===== config.mk =====
export PLATFORM = sky130hd
export DESIGN_NAME = screen_mode_ctrl
export DESIGN_NICKNAME = d
export VERILOG_FILES = /design/src/rtl/game_pkg.sv /design/src/rtl/vblnk_edge.sv /design/src/rtl/screen_mode_ctrl.sv
export SDC_FILE = /design/constraint.sdc
export NUM_CORES = 1
export LEC_CHECK = 0
export CAP_MARGIN = 20
export CORE_MARGIN = 2
export CORE_UTILIZATION = 30
export DETAILED_ROUTE_END_ITERATION = 10
export HOLD_SLACK_MARGIN = 0.05
export RECOVER_POWER = 100
export SYNTH_ARGS = -nofsm -noshare
export SYNTH_HDL_FRONTEND = slang
export SYNTH_SLANG_ARGS = --single-unit
export TNS_END_PERCENT = 20

===== constraint.sdc =====
create_clock -name clk65MHz -period 2.5 [get_ports clk65MHz]
set_clock_uncertainty 0.1 [all_clocks]
set_input_delay 0.5 -clock clk65MHz [delete_from_list [all_inputs] [get_ports clk65MHz]]
set_output_delay 0.5 -clock clk65MHz [all_outputs]
set_load 0.1 [all_outputs]

===== src/rtl/game_pkg.sv =====
// Shared game-state types for the screen sequencer and its neighbours.
// Horizontal/vertical timing constants live in vga_pkg, not here.
package game_pkg;

    typedef enum logic [1:0] {
        IDLE      = 2'd0,
        COUNTDOWN = 2'd1,
        PLAY      = 2'd2,
        GAME_OVER = 2'd3
    } state_t;

    typedef enum logic {
        SINGLE = 1'b0,
        MULTI  = 1'b1
    } mode_t;

    localparam int STEP_W = 4;

    function automatic int max_int(input int a, input int b);
        return (a > b) ? a : b;
    endfunction

endpackage


===== src/rtl/vblnk_edge.sv =====
// Registered rising-edge detector on vblnk; emits a one-cycle frame_start.
// A vblnk level already high when reset releases does not count as an edge.
module vblnk_edge (
    input  logic clk65MHz,
    input  logic rst_n,
    input  logic vblnk,
    output logic frame_start
);

    logic vblnk_p0;
    logic armed_p0;

    // armed_p0 masks the first cycle after reset so a high vblnk is first sampled, not edge-detected
    always_ff @(posedge clk65MHz or negedge rst_n) begin
        if (!rst_n) begin
            vblnk_p0    <= 1'b0;
            armed_p0    <= 1'b0;
            frame_start <= 1'b0;
        end else begin
            vblnk_p0    <= vblnk;
            armed_p0    <= 1'b1;
            frame_start <= vblnk & ~vblnk_p0 & armed_p0;
        end
    end

endmodule


===== src/rtl/screen_mode_ctrl.sv =====
// Frame-synchronous game-state sequencer: selects the background screen,
// runs the pre-game countdown and gates gameplay; changes land only at frame start.
module screen_mode_ctrl
    import game_pkg::*;
#(
    parameter int FRAMES_PER_STEP = 60,
    parameter int COUNT_STEPS     = 3,
    parameter int GAMEOVER_FRAMES = 120
) (
    input  logic              clk65MHz,
    input  logic              rst_n,
    input  logic              vblnk,
    input  logic              start_single,
    input  logic              start_multi,
    input  logic              game_over,
    input  logic              abort,
    output logic              screen_single,
    output logic              screen_multi,
    output logic              game_run,
    output logic [STEP_W-1:0] countdown_val,
    output logic              frame_start
);

    localparam int FRAME_MAX = max_int(FRAMES_PER_STEP, GAMEOVER_FRAMES);
    localparam int CNT_W     = $clog2(FRAME_MAX + 1);

    localparam logic [CNT_W-1:0]  STEP_LAST  = CNT_W'(FRAMES_PER_STEP - 1);
    localparam logic [CNT_W-1:0]  GO_LAST    = CNT_W'(GAMEOVER_FRAMES - 1);
    localparam logic [STEP_W-1:0] STEPS_INIT = STEP_W'(COUNT_STEPS);

    state_t            state_q, state_n;
    mode_t             mode_q, mode_n;
    logic [STEP_W-1:0] step_q, step_n;
    logic [CNT_W-1:0]  cnt_q, cnt_n;

    logic pend_single_q, pend_single_n;
    logic pend_multi_q, pend_multi_n;
    logic pend_go_q, pend_go_n;
    logic pend_abort_q, pend_abort_n;

    logic req_single, req_multi, req_go, req_abort;
    logic in_idle;

    vblnk_edge u_vblnk_edge (
        .clk65MHz    (clk65MHz),
        .rst_n       (rst_n),
        .vblnk       (vblnk),
        .frame_start (frame_start)
    );

    // A pulse arriving on the frame_start cycle is merged with its pending flag and consumed at once
    assign req_single = pend_single_q | start_single;
    assign req_multi  = pend_multi_q  | start_multi;
    assign req_go     = pend_go_q     | game_over;
    assign req_abort  = pend_abort_q  | abort;
    assign in_idle    = (state_q == IDLE);

    always_comb begin
        state_n       = state_q;
        mode_n        = mode_q;
        step_n        = step_q;
        cnt_n         = cnt_q;
        pend_single_n = 1'b0;
        pend_multi_n  = 1'b0;
        pend_go_n     = 1'b0;
        pend_abort_n  = 1'b0;

        if (!frame_start) begin
            // Requests not acceptable in the current state are dropped here and never replayed
            pend_single_n = in_idle & req_single;
            pend_multi_n  = in_idle & req_multi;
            pend_go_n     = (state_q == PLAY) & req_go;
            pend_abort_n  = ~in_idle & req_abort;
        end else begin
            unique case (state_q)
                IDLE: begin
                    if (req_single || req_multi) begin
                        state_n = COUNTDOWN;
                        mode_n  = req_single ? SINGLE : MULTI;
                        step_n  = STEPS_INIT;
                        cnt_n   = '0;
                    end
                end
                COUNTDOWN: begin
                    if (req_abort) begin
                        state_n = IDLE;
                        step_n  = '0;
                        cnt_n   = '0;
                    end else if (cnt_q == STEP_LAST) begin
                        cnt_n = '0;
                        if (step_q == STEP_W'(1)) begin
                            state_n = PLAY;
                            step_n  = '0;
                        end else begin
                            step_n = step_q - STEP_W'(1);
                        end
                    end else begin
                        cnt_n = cnt_q + CNT_W'(1);
                    end
                end
                PLAY: begin
                    if (req_abort) begin
                        state_n = IDLE;
                        cnt_n   = '0;
                    end else if (req_go) begin
                        state_n = GAME_OVER;
                        cnt_n   = '0;
                    end
                end
                GAME_OVER: begin
                    if (req_abort || cnt_q == GO_LAST) begin
                        state_n = IDLE;
                        cnt_n   = '0;
                    end else begin
                        cnt_n = cnt_q + CNT_W'(1);
                    end
                end
                default: begin
                    state_n = IDLE;
                    cnt_n   = '0;
                    step_n  = '0;
                end
            endcase
        end
    end

    always_ff @(posedge clk65MHz or negedge rst_n) begin
        if (!rst_n) begin
            state_q       <= IDLE;
            mode_q        <= SINGLE;
            step_q        <= '0;
            cnt_q         <= '0;
            pend_single_q <= 1'b0;
            pend_multi_q  <= 1'b0;
            pend_go_q     <= 1'b0;
            pend_abort_q  <= 1'b0;
        end else begin
            state_q       <= state_n;
            mode_q        <= mode_n;
            step_q        <= step_n;
            cnt_q         <= cnt_n;
            pend_single_q <= pend_single_n;
            pend_multi_q  <= pend_multi_n;
            pend_go_q     <= pend_go_n;
            pend_abort_q  <= pend_abort_n;
        end
    end

    // Outputs decode the next state so they update on the same edge as the state register
    always_ff @(posedge clk65MHz or negedge rst_n) begin
        if (!rst_n) begin
            screen_single <= 1'b0;
            screen_multi  <= 1'b0;
            game_run      <= 1'b0;
            countdown_val <= '0;
        end else begin
            screen_single <= (state_n != IDLE) && (mode_n == SINGLE);
            screen_multi  <= (state_n != IDLE) && (mode_n == MULTI);
            game_run      <= (state_n == PLAY);
            countdown_val <= (state_n == COUNTDOWN) ? step_n : '0;
        end
    end

endmodule


==> results of run 1 <==
-- metal layers --
layer | wire length (microns) | share of wire, % | global-route usage, % | vias up
met1 | 1410 | 46 | 15.4 | 573
met3 | 82 | 2.7 | 2.88 | 10
met4 | 90 | 3.0 | 5.86 | 0
li1 | - | - | - | 558
met2 | 1470 | 48 | 21.6 | 20
met5 | 0 | 0 | 0 | -
-- cells by family after synthesis --
kind of cell               synth area share, %
AOI/OAI and AO/OA                         22.2
DFF                                       48.4
adders and majority gates                 2.60
and+or+nand+nor                           22.1
other                                    0.259
buffers and inverters                     4.41
-- worst reg2reg max path, cell delays in order (launching register included) --
cell	delay, ns
dfrtp_1	0.40
ha_1	0.27
nand4_1	0.16
o2111ai_1	0.42
o211ai_1	0.21
a31oi_1	0.39
nor3b_1	0.10
-- through the flow --
stage | util (%) | cell area (sq um) | total power [W]
final | 35.1 | 1650 | 0.00167
after global routing | 35.1 | 1650 | 0.00180
after CTS | 36.2 | 1700 | 0.00173
after detailed placement | 34.7 | 1630 | 0.00137
after global placement | 34.7 | 1630 | 0.00137
after floorplan | - | 1450 | 0.00122
-- where the power goes --
part           internal (W)  switching (W)
clock              0.000214       0.000134
combinational      0.000184       0.000478
sequential         0.000559       0.000105
total              0.000957       0.000717
-- cell type report --
class | instances | area (sq um) | share of cell area [%]
tap | 54 | 67.6 | 4.10
multi-input combinational | 100 | 667 | 40.5
sequential | 28 | 701 | 42.6
inverter | 7 | 26.3 | 1.60
clock buffer | 3 | 41.3 | 2.51
clock inverter | 1 | 30.0 | 1.82
timing repair buffer | 18 | 114 | 6.91
-- path summary, 6_finish.rpt --
| kind | start | end | slack [ns] | cells past startpoint |
|---|---|---|---|---|
| min reg2reg | u_vblnk_edge.vblnk_p0$_DFF_PN0_ | u_vblnk_edge.frame_start$_DFF_PN0_ | 0.30 | 1 |
| max | abort | cnt_q[4]$_DFFE_PN0P_ | 0.19 | 6 |
| max reg2reg | cnt_q[0]$_DFFE_PN0P_ | countdown_val[2]$_DFF_PN0_ | 0.32 | 6 |
| min in group asynchronous | rst_n | cnt_q[2]$_DFFE_PN0P_ | 0.99 | 2 |
| min | u_vblnk_edge.vblnk_p0$_DFF_PN0_ | u_vblnk_edge.frame_start$_DFF_PN0_ | 0.30 | 1 |
| max in group asynchronous | rst_n | step_q[0]$_DFF_PN0_ | 0.46 | 2 |
-- cell usage in the layout, fill, tap and decap left out, types with 3 or more instances in the layout --
cell	Yosys	final
dfrtp_1	28	28
nor3b_1	6	6
a31oi_1	4	4
o31ai_1	2	3
inv_1	7	7
ha_1	3	3
nand2_1	9	9
o21ai_1	3	3
a21oi_1	3	3
nand3_1	7	7
o21ai_0	8	9
nand2b_1	3	3
nor2_1	12	12
clkbuf_8	0	3
nand4_1	3	3
a21boi_0	3	3
dlygate4sd3_1	0	4
clkbuf_1	1	9
-- cells in the mapped netlist (2+ instances only) --
cell and instances:
a31oi_1 4, nand2_1 9, inv_1 7, a21boi_0 3
nand4_1 3, a22o_1 2, a41oi_1 2, nor2_1 12
nand3_1 7, nor3_1 2, o21ai_1 3, and2_1 3
nor3b_1 6, a21oi_1 3, o21ai_0 8, dfrtp_1 28
o31ai_1 2, buf_6 2, nand2b_1 3, nor4_1 2
ha_1 3
-- registers in the layout, indices dropped and copies added, names as in the netlist, 2 cells and up --
signal	count
cnt_q	7
countdown_val	4
step_q	4
state_q	2
==> flow_metrics.env, run 1 <==
export IMPL_critPathMaxStageDelay_ns=0.48
export IMPL_cts_buffer_depth=2
export IMPL_rsz0062_at_grt="false"
export IMPL_cp_arrival_ns=2.39
export IMPL_cts_root_buf="clkbuf_8"
export IMPL_hpwl_microns=2270
export IMPL_max_slew_margin_rel_pct=3.00
export IMPL_ir_drop_mv=0.544
export IMPL_maxSlewViolCount=0
export IMPL_path_buf_inv=1
export IMPL_port_buffers=14
export IMPL_die_area_sq_mm=0.00539
export IMPL_grt_util_all_layers_pct=12.8
export IMPL_path_clk_slew_ns=0.09
export IMPL_setup_viol=0
export IMPL_finalCritPeriodShare_pct=92.5
export IMPL_hold_ws_ns=0.298
export IMPL_grt_max_degree=29
export IMPL_path_cells="clkdlybuf4s50_1 > nor2_1 > o2111ai_1 > and2_0 > or2_1 > o31ai_1"
export IMPL_endpoint_kind="flop"
export IMPL_synth_area_sq_mm=0.00145
export IMPL_grt_remaining_overflow=0
export IMPL_nets=168
export IMPL_synth_top_area_share_pct=48.4
export IMPL_viasPerCell=5.50
export IMPL_seq_area_frac_synth_pct=48.4
export IMPL_ys_async_sr_fraction_pct=100
export IMPL_synthCells=140
export IMPL_syn_to_final_growth_pct=13.8
export IMPL_ant_nets=0
export IMPL_slowest_stage="clkdlybuf4s50_1"
export IMPL_fp_row_count=25
export IMPL_final_cells=211
export IMPL_place_inst=207
export IMPL_wl_per_cell_microns=14.5
export IMPL_status="complete, no violations"
export IMPL_crit_fanout=7
export IMPL_layout_min_cycle_time_ns=2.31
export IMPL_ys_flop_type="dfrtp_1"
export IMPL_drt_iter0_markers=20
export IMPL_ctsResizeCount=0
export IMPL_die_w_microns=73.4
export IMPL_drive_gt1_share_pct=7.64
export IMPL_ys_warnings_count=0
export IMPL_coreArea_sq_mm=0.00469
export IMPL_antenna_found_initial=0
export IMPL_syn_avg_cell_area_sq_um=10.3
export IMPL_initial_utilization_pct=30.8
export IMPL_synth_edf_count=0
export IMPL_grt_pass1_wl_microns=5390
export IMPL_die_h_microns=73.4
export IMPL_synthTopCellsByArea="dfrtp_1 (48%), nor2_1 (3.1%), nor3b_1 (3.1%), o21ai_0 (2.8%), ha_1 (2.6%)"
export IMPL_holdBufCountCts=0
export IMPL_gp_congestion=0.827
export IMPL_dp_slack_ns=-0.00171
export IMPL_grt_pass1_vias=1184
export IMPL_post_cts_setup_buffers=0
export IMPL_fillCellCount=486
export IMPL_hold_path_class="reg2reg"
export IMPL_clock_sinks=28
export IMPL_io_pins=15
export IMPL_cp_top_family="simple AND/OR/NAND/NOR gates"
export IMPL_wirelength_microns=3050
export IMPL_drtPass1Iterations=4
export IMPL_worst_slew_pin_slew_ns=1.45
export IMPL_cts_tree="yes"
export IMPL_cts_buffers=3
export IMPL_setup_tns_ns=0
export IMPL_synth_cell_types=47
export IMPL_max_freq_mhz=433
export IMPL_synth_top_area_cell="dfrtp_1"
export IMPL_diodes=0
export IMPL_synth_seq_cells=28
export IMPL_cap_violations=0
export IMPL_clock_latency_ns=0.27
export IMPL_power_density_mw_per_mm2=1020
export IMPL_htreeDepth=1
export IMPL_worstPathRequired_ns=2.58
export IMPL_synth_nets=150
export IMPL_leakage_nw=0.670
export IMPL_path_class="in2reg"
export IMPL_worstSetupStartpointType="input pin"
export IMPL_hold_viol=0
export IMPL_drc_errors=0
export IMPL_worst_slack_ns=0.188
export IMPL_num_vias=1161
Note: power is estimated with default switching activity, not from simulation.
==> run 2: changes to the inputs <==
--- a/config.mk
+++ b/config.mk
@@ -7,6 +7,8 @@
 export LEC_CHECK = 0
 export CAP_MARGIN = 20
+export CORE_ASPECT_RATIO = 2
 export CORE_MARGIN = 2
 export CORE_UTILIZATION = 30
+export CTS_CLUSTER_SIZE = 25
 export DETAILED_ROUTE_END_ITERATION = 10
 export HOLD_SLACK_MARGIN = 0.05
--- a/constraint.sdc
+++ b/constraint.sdc
@@ -3,3 +3,3 @@
 set_input_delay 0.5 -clock clk65MHz [delete_from_list [all_inputs] [get_ports clk65MHz]]
 set_output_delay 0.5 -clock clk65MHz [all_outputs]
-set_load 0.1 [all_outputs]
+set_load 0.01 [all_outputs]
==> run 2 against run 1 <==
Clock-buffer cell count is the same. Largest cell class unchanged. Total power down 11%. Wire length up 3.3%. Cell count rose by 0.95%. First-iteration DRC count rose by 10%.
==> flow_metrics.env, run 2 (same netlist as run 1, synthesis figures left out) <==
export IMPL_leakage_nw=0.714
export IMPL_setup_viol=0
export IMPL_holdBufCountCts=0
export IMPL_path_cells="clkdlybuf4s50_1 > nor4b_4 > o311a_2 > a41oi_1 > a31oi_1 > nor3b_1"
export IMPL_path_class="in2reg"
export IMPL_clock_latency_ns=0.28
export IMPL_ant_nets=0
export IMPL_die_h_microns=102
export IMPL_post_cts_setup_buffers=0
export IMPL_crit_fanout=5
export IMPL_totalPowerFinal_w=0.00149
export IMPL_reg2regPathDepth=7
export IMPL_hpwl_microns=2340
export IMPL_final_cells=213
export IMPL_fp_row_count=35
export IMPL_die_w_microns=53.1
export IMPL_worst_slew_pin_slew_ns=1.48
export IMPL_final_cell_mix="dfrtp_1 (28), nor2_1 (12), o21ai_0 (11), dlygate4sd3_1 (11), nand2_1 (9)"
export IMPL_final_common_cell="dfrtp_1"
export IMPL_die_area_sq_mm=0.00543
export IMPL_max_slew_margin_rel_pct=1.61
export IMPL_ctsResizeCount=0
export IMPL_drive_gt1_share_pct=8.86
export IMPL_wl_per_cell_microns=14.8
export IMPL_hold_viol=0
export IMPL_cp_arrival_ns=2.37
export IMPL_grt_pass1_wl_microns=5530
export IMPL_htreeDepth=1
export IMPL_wirelength_microns=3150
export IMPL_worstSetupStartpointType="input pin"
export IMPL_io_pins=15
export IMPL_setup_tns_ns=0
export IMPL_path_buf_inv=1
export IMPL_cts_tree="yes"
export IMPL_largest_register_ffs=7
export IMPL_max_freq_mhz=440
export IMPL_critPathMaxStageDelay_ns=0.48
export IMPL_initial_utilization_pct=31.2
export IMPL_gp_congestion=0.809
export IMPL_cp_top_family="compound AO/OA/AOI/OAI gates"
export IMPL_layout_min_cycle_time_ns=2.27
export IMPL_min_from="u_vblnk_edge.vblnk_p0$_DFF_PN0_"
export IMPL_grt_max_degree=29
export IMPL_ir_drop_mv=0.507
export IMPL_antenna_found_initial=0
export IMPL_largest_registers="cnt_q: 7 flops, countdown_val: 4 flops, step_q: 4 flops"
export IMPL_clock_sinks=28
export IMPL_worstPathRequired_ns=2.59
export IMPL_rsz0062_at_grt="false"
export IMPL_num_vias=1170
export IMPL_drt_iter0_markers=22
export IMPL_cts_buffers=3
export IMPL_grt_util_all_layers_pct=13.6
export IMPL_power_density_mw_per_mm2=873
export IMPL_regToRegEndpoint="countdown_val[3]$_DFF_PN0_"
export IMPL_syn_to_final_growth_pct=18.4
export IMPL_grt_pass1_vias=1241
export IMPL_finalCritPeriodShare_pct=90.9
export IMPL_endpoint_kind="flop"
export IMPL_grt_remaining_overflow=0
export IMPL_holdPathEnd="u_vblnk_edge.frame_start$_DFF_PN0_"
export IMPL_cap_violations=0
export IMPL_drtPass1Iterations=4
export IMPL_hold_path_class="reg2reg"
export IMPL_slowest_stage="clkdlybuf4s50_1"
export IMPL_cts_root_buf="clkbuf_8"
export IMPL_path_clk_slew_ns=0.10
export IMPL_maxSlewViolCount=0
export IMPL_drc_errors=0
export IMPL_coreArea_sq_mm=0.00464
export IMPL_regMostFlops="cnt_q"
export IMPL_holdPathStages=1
export IMPL_place_inst=209
export IMPL_port_buffers=14
export IMPL_status="complete, no violations"
export IMPL_nets=169
export IMPL_fin_util_pct=36.9
export IMPL_rr_startpoint="step_q[1]$_DFF_PN0_"
export IMPL_cts_buffer_depth=2
export IMPL_rrSetupSlack_ns=0.34
export IMPL_diodes=0
export IMPL_viasPerCell=5.49
## run 2: cell count changes in the layout (fill, tap and decap cells not counted)
| cell | before | now |
|---|---|---|
| o21ai_1 | 3 | 0 |
| dlygate4sd3_1 | 4 | 11 |
| o21ai_2 | 0 | 1 |
| clkbuf_2 | 1 | 0 |
| o21ai_0 | 9 | 11 |
| clkbuf_1 | 9 | 2 |
| clkdlybuf4s50_1 | 2 | 3 |
| and2_1 | 2 | 3 |
| and2_0 | 1 | 0 |
| o31ai_1 | 3 | 2 |
| buf_4 | 2 | 3 |
| o31ai_2 | 0 | 1 |
## run 2: worst reg2reg max path, delay by kind of cell (launching register included)
kind / cells / cell delay (ns)
adder cells (fa/ha/maj): 1 / 0.15
buffers and inverters: 1 / 0.09
flip-flops: 1 / 0.42
AND/OR/NAND/NOR: 2 / 0.54
AO/OA/AOI/OAI: 3 / 0.77
## run 2: layout make-up
| type | count | area, sq um |
|---|---|---|
| Fill cell | 499 | 2930 |
| Multi-Input combinational cell | 100 | 676 |
| Clock buffer | 3 | 41.3 |
| Sequential cell | 28 | 701 |
| Tap cell | 55 | 68.8 |
| Timing Repair Buffer | 19 | 170 |
| Clock inverter | 1 | 30.0 |
| Inverter | 7 | 26.3 |
## run 2: metrics by stage
step / setup WS, ns / hold WS, ns / instance area (sq um)
after floorplan: 0.585 / 0.104 / 1450
after global placement: 0.0142 / 0.285 / 1660
after detailed placement: -0.0303 / 0.293 / 1660
after CTS: 0.266 / 0.307 / 1730
after global routing: 0.0931 / 0.325 / 1710
final: 0.228 / 0.303 / 1710
## run 2: how the worst max path moves through the flow
stage                                    from                          to  cells after the start
after floorplan           step_q[1]$_DFF_PN0_  countdown_val[2]$_DFF_PN0_                      7
after global placement                  abort        cnt_q[1]$_DFFE_PN0P_                      6
after detailed placement                abort        cnt_q[1]$_DFFE_PN0P_                      6
after CTS                               abort        cnt_q[1]$_DFFE_PN0P_                      6
after global routing                    abort        cnt_q[3]$_DFFE_PN0P_                      6
final                                   abort  countdown_val[3]$_DFF_PN0_                      6
## run 2: where the power goes
| part | leakage (nW) | switching, W | internal (W) |
|---|---|---|---|
| combinational | 0.310 | 0.000257 | 0.000221 |
| clock | 0.0357 | 0.000144 | 0.000215 |
| sequential | 0.368 | 0.000101 | 0.000558 |
## run 2: per-layer routing
layer | global-route usage [%] | up-vias | wire (microns) | share of wire, %
met5 | 0 | - | 0 | 0
met4 | 5.92 | 0 | 99 | 3.1
met3 | 1.90 | 10 | 86 | 2.7
met2 | 24.0 | 23 | 1750 | 56
met1 | 15.8 | 580 | 1220 | 39
li1 | - | 557 | - | -
==> run 3: changes to the inputs <==
- ABC_CLOCK_PERIOD_IN_PS: not set -> 1800
- SKIP_LAST_GASP: not set -> 1
- clock period: 2.5 -> 1.8 ns (I/O delays scaled with it)
==> run 3 against run 2 <==
The run now ends with negative setup slack left. Sequential share of layout area shrank 6.8 points. Cell count up 15%. Design area grew 20%. Clock power shrank 6.4%. Non-clock buffer count is 32 higher. Global-route usage increased by 1.6 points. Setup slack worse by 0.43 ns. Clock-buffer cell count is the same. Die area unchanged. First-iteration DRC count grew 59%. Largest power group is now combinational logic.
==> flow_metrics.env, run 3 (same netlist as run 1, synthesis figures left out) <==
export IMPL_min_from="u_vblnk_edge.vblnk_p0$_DFF_PN0_"
export IMPL_rr_startpoint="step_q[1]$_DFF_PN0_"
export IMPL_regToRegEndpoint="screen_multi$_DFF_PN0_"
export IMPL_crit_fanout=3
export IMPL_final_cell_mix="buf_4 (34), dfrtp_1 (28), nor2_1 (12), clkdlybuf4s50_1 (11), nand2_1 (9)"
export IMPL_holdPathStages=1
export IMPL_worst_slack_ns=-0.204
export IMPL_htreeDepth=1
export IMPL_wl_per_cell_microns=14.9
export IMPL_cts_buffers=3
export IMPL_clock_sinks=28
export IMPL_ant_nets=0
export IMPL_die_area_sq_mm=0.00543
export IMPL_worstPathRequired_ns=1.84
export IMPL_slowest_stage="dfrtp_1"
export IMPL_ir_drop_mv=0.889
export IMPL_hold_ws_ns=0.305
export IMPL_nets=201
export IMPL_finalCritPeriodShare_pct=111
export IMPL_endpoint_kind="flop"
export IMPL_grt_remaining_overflow=0
export IMPL_largest_register_ffs=7
export IMPL_initial_utilization_pct=31.2
export IMPL_cts_buffer_depth=2
export IMPL_setup_viol=15
export IMPL_die_w_microns=53.1
export IMPL_rrSetupSlack_ns=-0.20
export IMPL_final_common_cell="buf_4"
export IMPL_die_h_microns=102
export IMPL_cts_root_buf="clkbuf_8"
export IMPL_port_buffers=14
export IMPL_gp_congestion=0.838
export IMPL_hold_viol=0
export IMPL_drt_iter0_markers=35
export IMPL_regMostFlops="cnt_q"
export IMPL_layout_min_cycle_time_ns=2.00
export IMPL_status="complete, but fails checks"
export IMPL_holdPathEnd="u_vblnk_edge.frame_start$_DFF_PN0_"
export IMPL_antenna_found_initial=0
export IMPL_fp_row_count=35
export IMPL_max_freq_mhz=499
export IMPL_worst_slew_pin_slew_ns=0.698
export IMPL_clock_latency_ns=0.27
export IMPL_grt_pass1_wl_microns=6180
export IMPL_viasPerCell=5.23
export IMPL_maxSlewViolCount=0
export IMPL_path_class="reg2reg"
export IMPL_cts_tree="yes"
export IMPL_violations="negative setup slack"
export IMPL_path_cells="inv_2 > ha_4 > or3b_4 > o31ai_4 > o211ai_1 > buf_4 > a31oi_4 > a21boi_1"
export IMPL_drc_errors=0
export IMPL_hold_path_class="reg2reg"
export IMPL_wirelength_microns=3630
export IMPL_diodes=0
export IMPL_rsz0062_at_grt="true"
export IMPL_fillCellCount=472
export IMPL_syn_to_final_growth_pct=42.2
export IMPL_coreArea_sq_mm=0.00464
export IMPL_max_slew_margin_rel_pct=53.5
export IMPL_grt_max_degree=29
export IMPL_leakage_nw=0.876
export IMPL_critPathMaxStageDelay_ns=0.40
export IMPL_totalPowerFinal_w=0.00235
export IMPL_largest_registers="cnt_q: 7 flops, countdown_val: 4 flops, step_q: 4 flops"
export IMPL_drive_gt1_share_pct=32.8
export IMPL_path_clk_slew_ns=0.09
export IMPL_io_pins=15
export IMPL_holdBufCountCts=0
export IMPL_grt_pass1_vias=1375
export IMPL_cap_violations=0
export IMPL_worstSetupStartpointType="flop"
export IMPL_drtPass1Iterations=4
export IMPL_reg2regPathDepth=8
export IMPL_num_vias=1277
export IMPL_cp_arrival_ns=2.05
export IMPL_power_density_mw_per_mm2=1140
export IMPL_hpwl_microns=2760
export IMPL_grt_util_all_layers_pct=15.2
==> run 3: cell count changes in the layout (fill, tap and decap cells not counted), moves of 4 or more <==
cell	change
clkdlybuf4s50_1	+8
buf_4	+31
o21ai_1	+4
o21ai_0	-4
dlygate4sd3_1	-9
==> run 3: repair_timing <==
item                                    4_1_cts  5_1_grt
resized for setup                            10       10
buffers inserted                              1        1
pin swaps                                     4        2
endpoints found under the hold margin         0        0
endpoints found under the setup margin       20       21
==> run 3: where the power goes <==
part	internal [W]	switching (W)	total (W)
combinational	0.000582	0.000558	0.00114
clock	0.000150	0.000185	0.000335
sequential	0.000777	0.0000983	0.000875
==> run 3: layout make-up <==
class / instances / area, sq um / area share, %
Sequential cell: 28 / 701 / 34.1
Multi-Input combinational cell: 100 / 802 / 39.0
Inverter: 7 / 26.3 / 1.28
Clock buffer: 3 / 41.3 / 2.01
Timing Repair Buffer: 51 / 418 / 20.3
Tap cell: 55 / 68.8 / 3.35
==> run 3: routing by layer <==
| metal | up-vias | wire length [microns] | GRT usage, % |
|---|---|---|---|
| li1 | 615 | - | - |
| met1 | 619 | 1360 | 16.5 |
| met2 | 29 | 2010 | 26.3 |
| met3 | 14 | 106 | 2.78 |
| met4 | 0 | 155 | 9.27 |
| met5 | - | 0 | 0 |
==> run 3: through the flow <==
| step | setup TNS (ns) | instance area [sq um] | util, % | std cells | worst slack, ns |
|---|---|---|---|---|---|
| 3_5_place_dp | -8.39 | 1910 | 41.1 | 239 | -0.541 |
| 6_report | -1.70 | 2060 | 44.3 | 244 | -0.204 |
| 2_1_floorplan | -0.386 | 1470 | - | 140 | -0.0814 |
| 4_1_cts | -2.18 | 2000 | 43.0 | 243 | -0.200 |
| 5_1_grt | -3.72 | 2060 | 44.3 | 244 | -0.294 |
| 3_3_place_gp | -7.51 | 1910 | 41.1 | 239 | -0.469 |
==> run 3: how the worst max path moves through the flow <==
stage               slack [ns]                 start  cells past startpoint                    endpoint
floorplan                -0.08   step_q[1]$_DFF_PN0_                      7  countdown_val[2]$_DFF_PN0_
global placement         -0.47                 abort                      6        cnt_q[5]$_DFFE_PN0P_
detailed placement       -0.54                 abort                      6        cnt_q[5]$_DFFE_PN0P_
CTS                      -0.20  cnt_q[0]$_DFFE_PN0P_                      7        cnt_q[5]$_DFFE_PN0P_
global route             -0.29   step_q[1]$_DFF_PN0_                      9          game_run$_DFF_PN0_
finish                   -0.20   step_q[1]$_DFF_PN0_                      8      screen_multi$_DFF_PN0_
==> run 3: critical path, delay by kind of cell (launching register included) <==
kind / cells / cell delay [ns]
AOI/OAI and AO/OA: 4 / 0.61
adders and majority gates: 1 / 0.12
buffers and inverters: 2 / 0.25
DFF: 1 / 0.40
and+or+nand+nor: 1 / 0.40
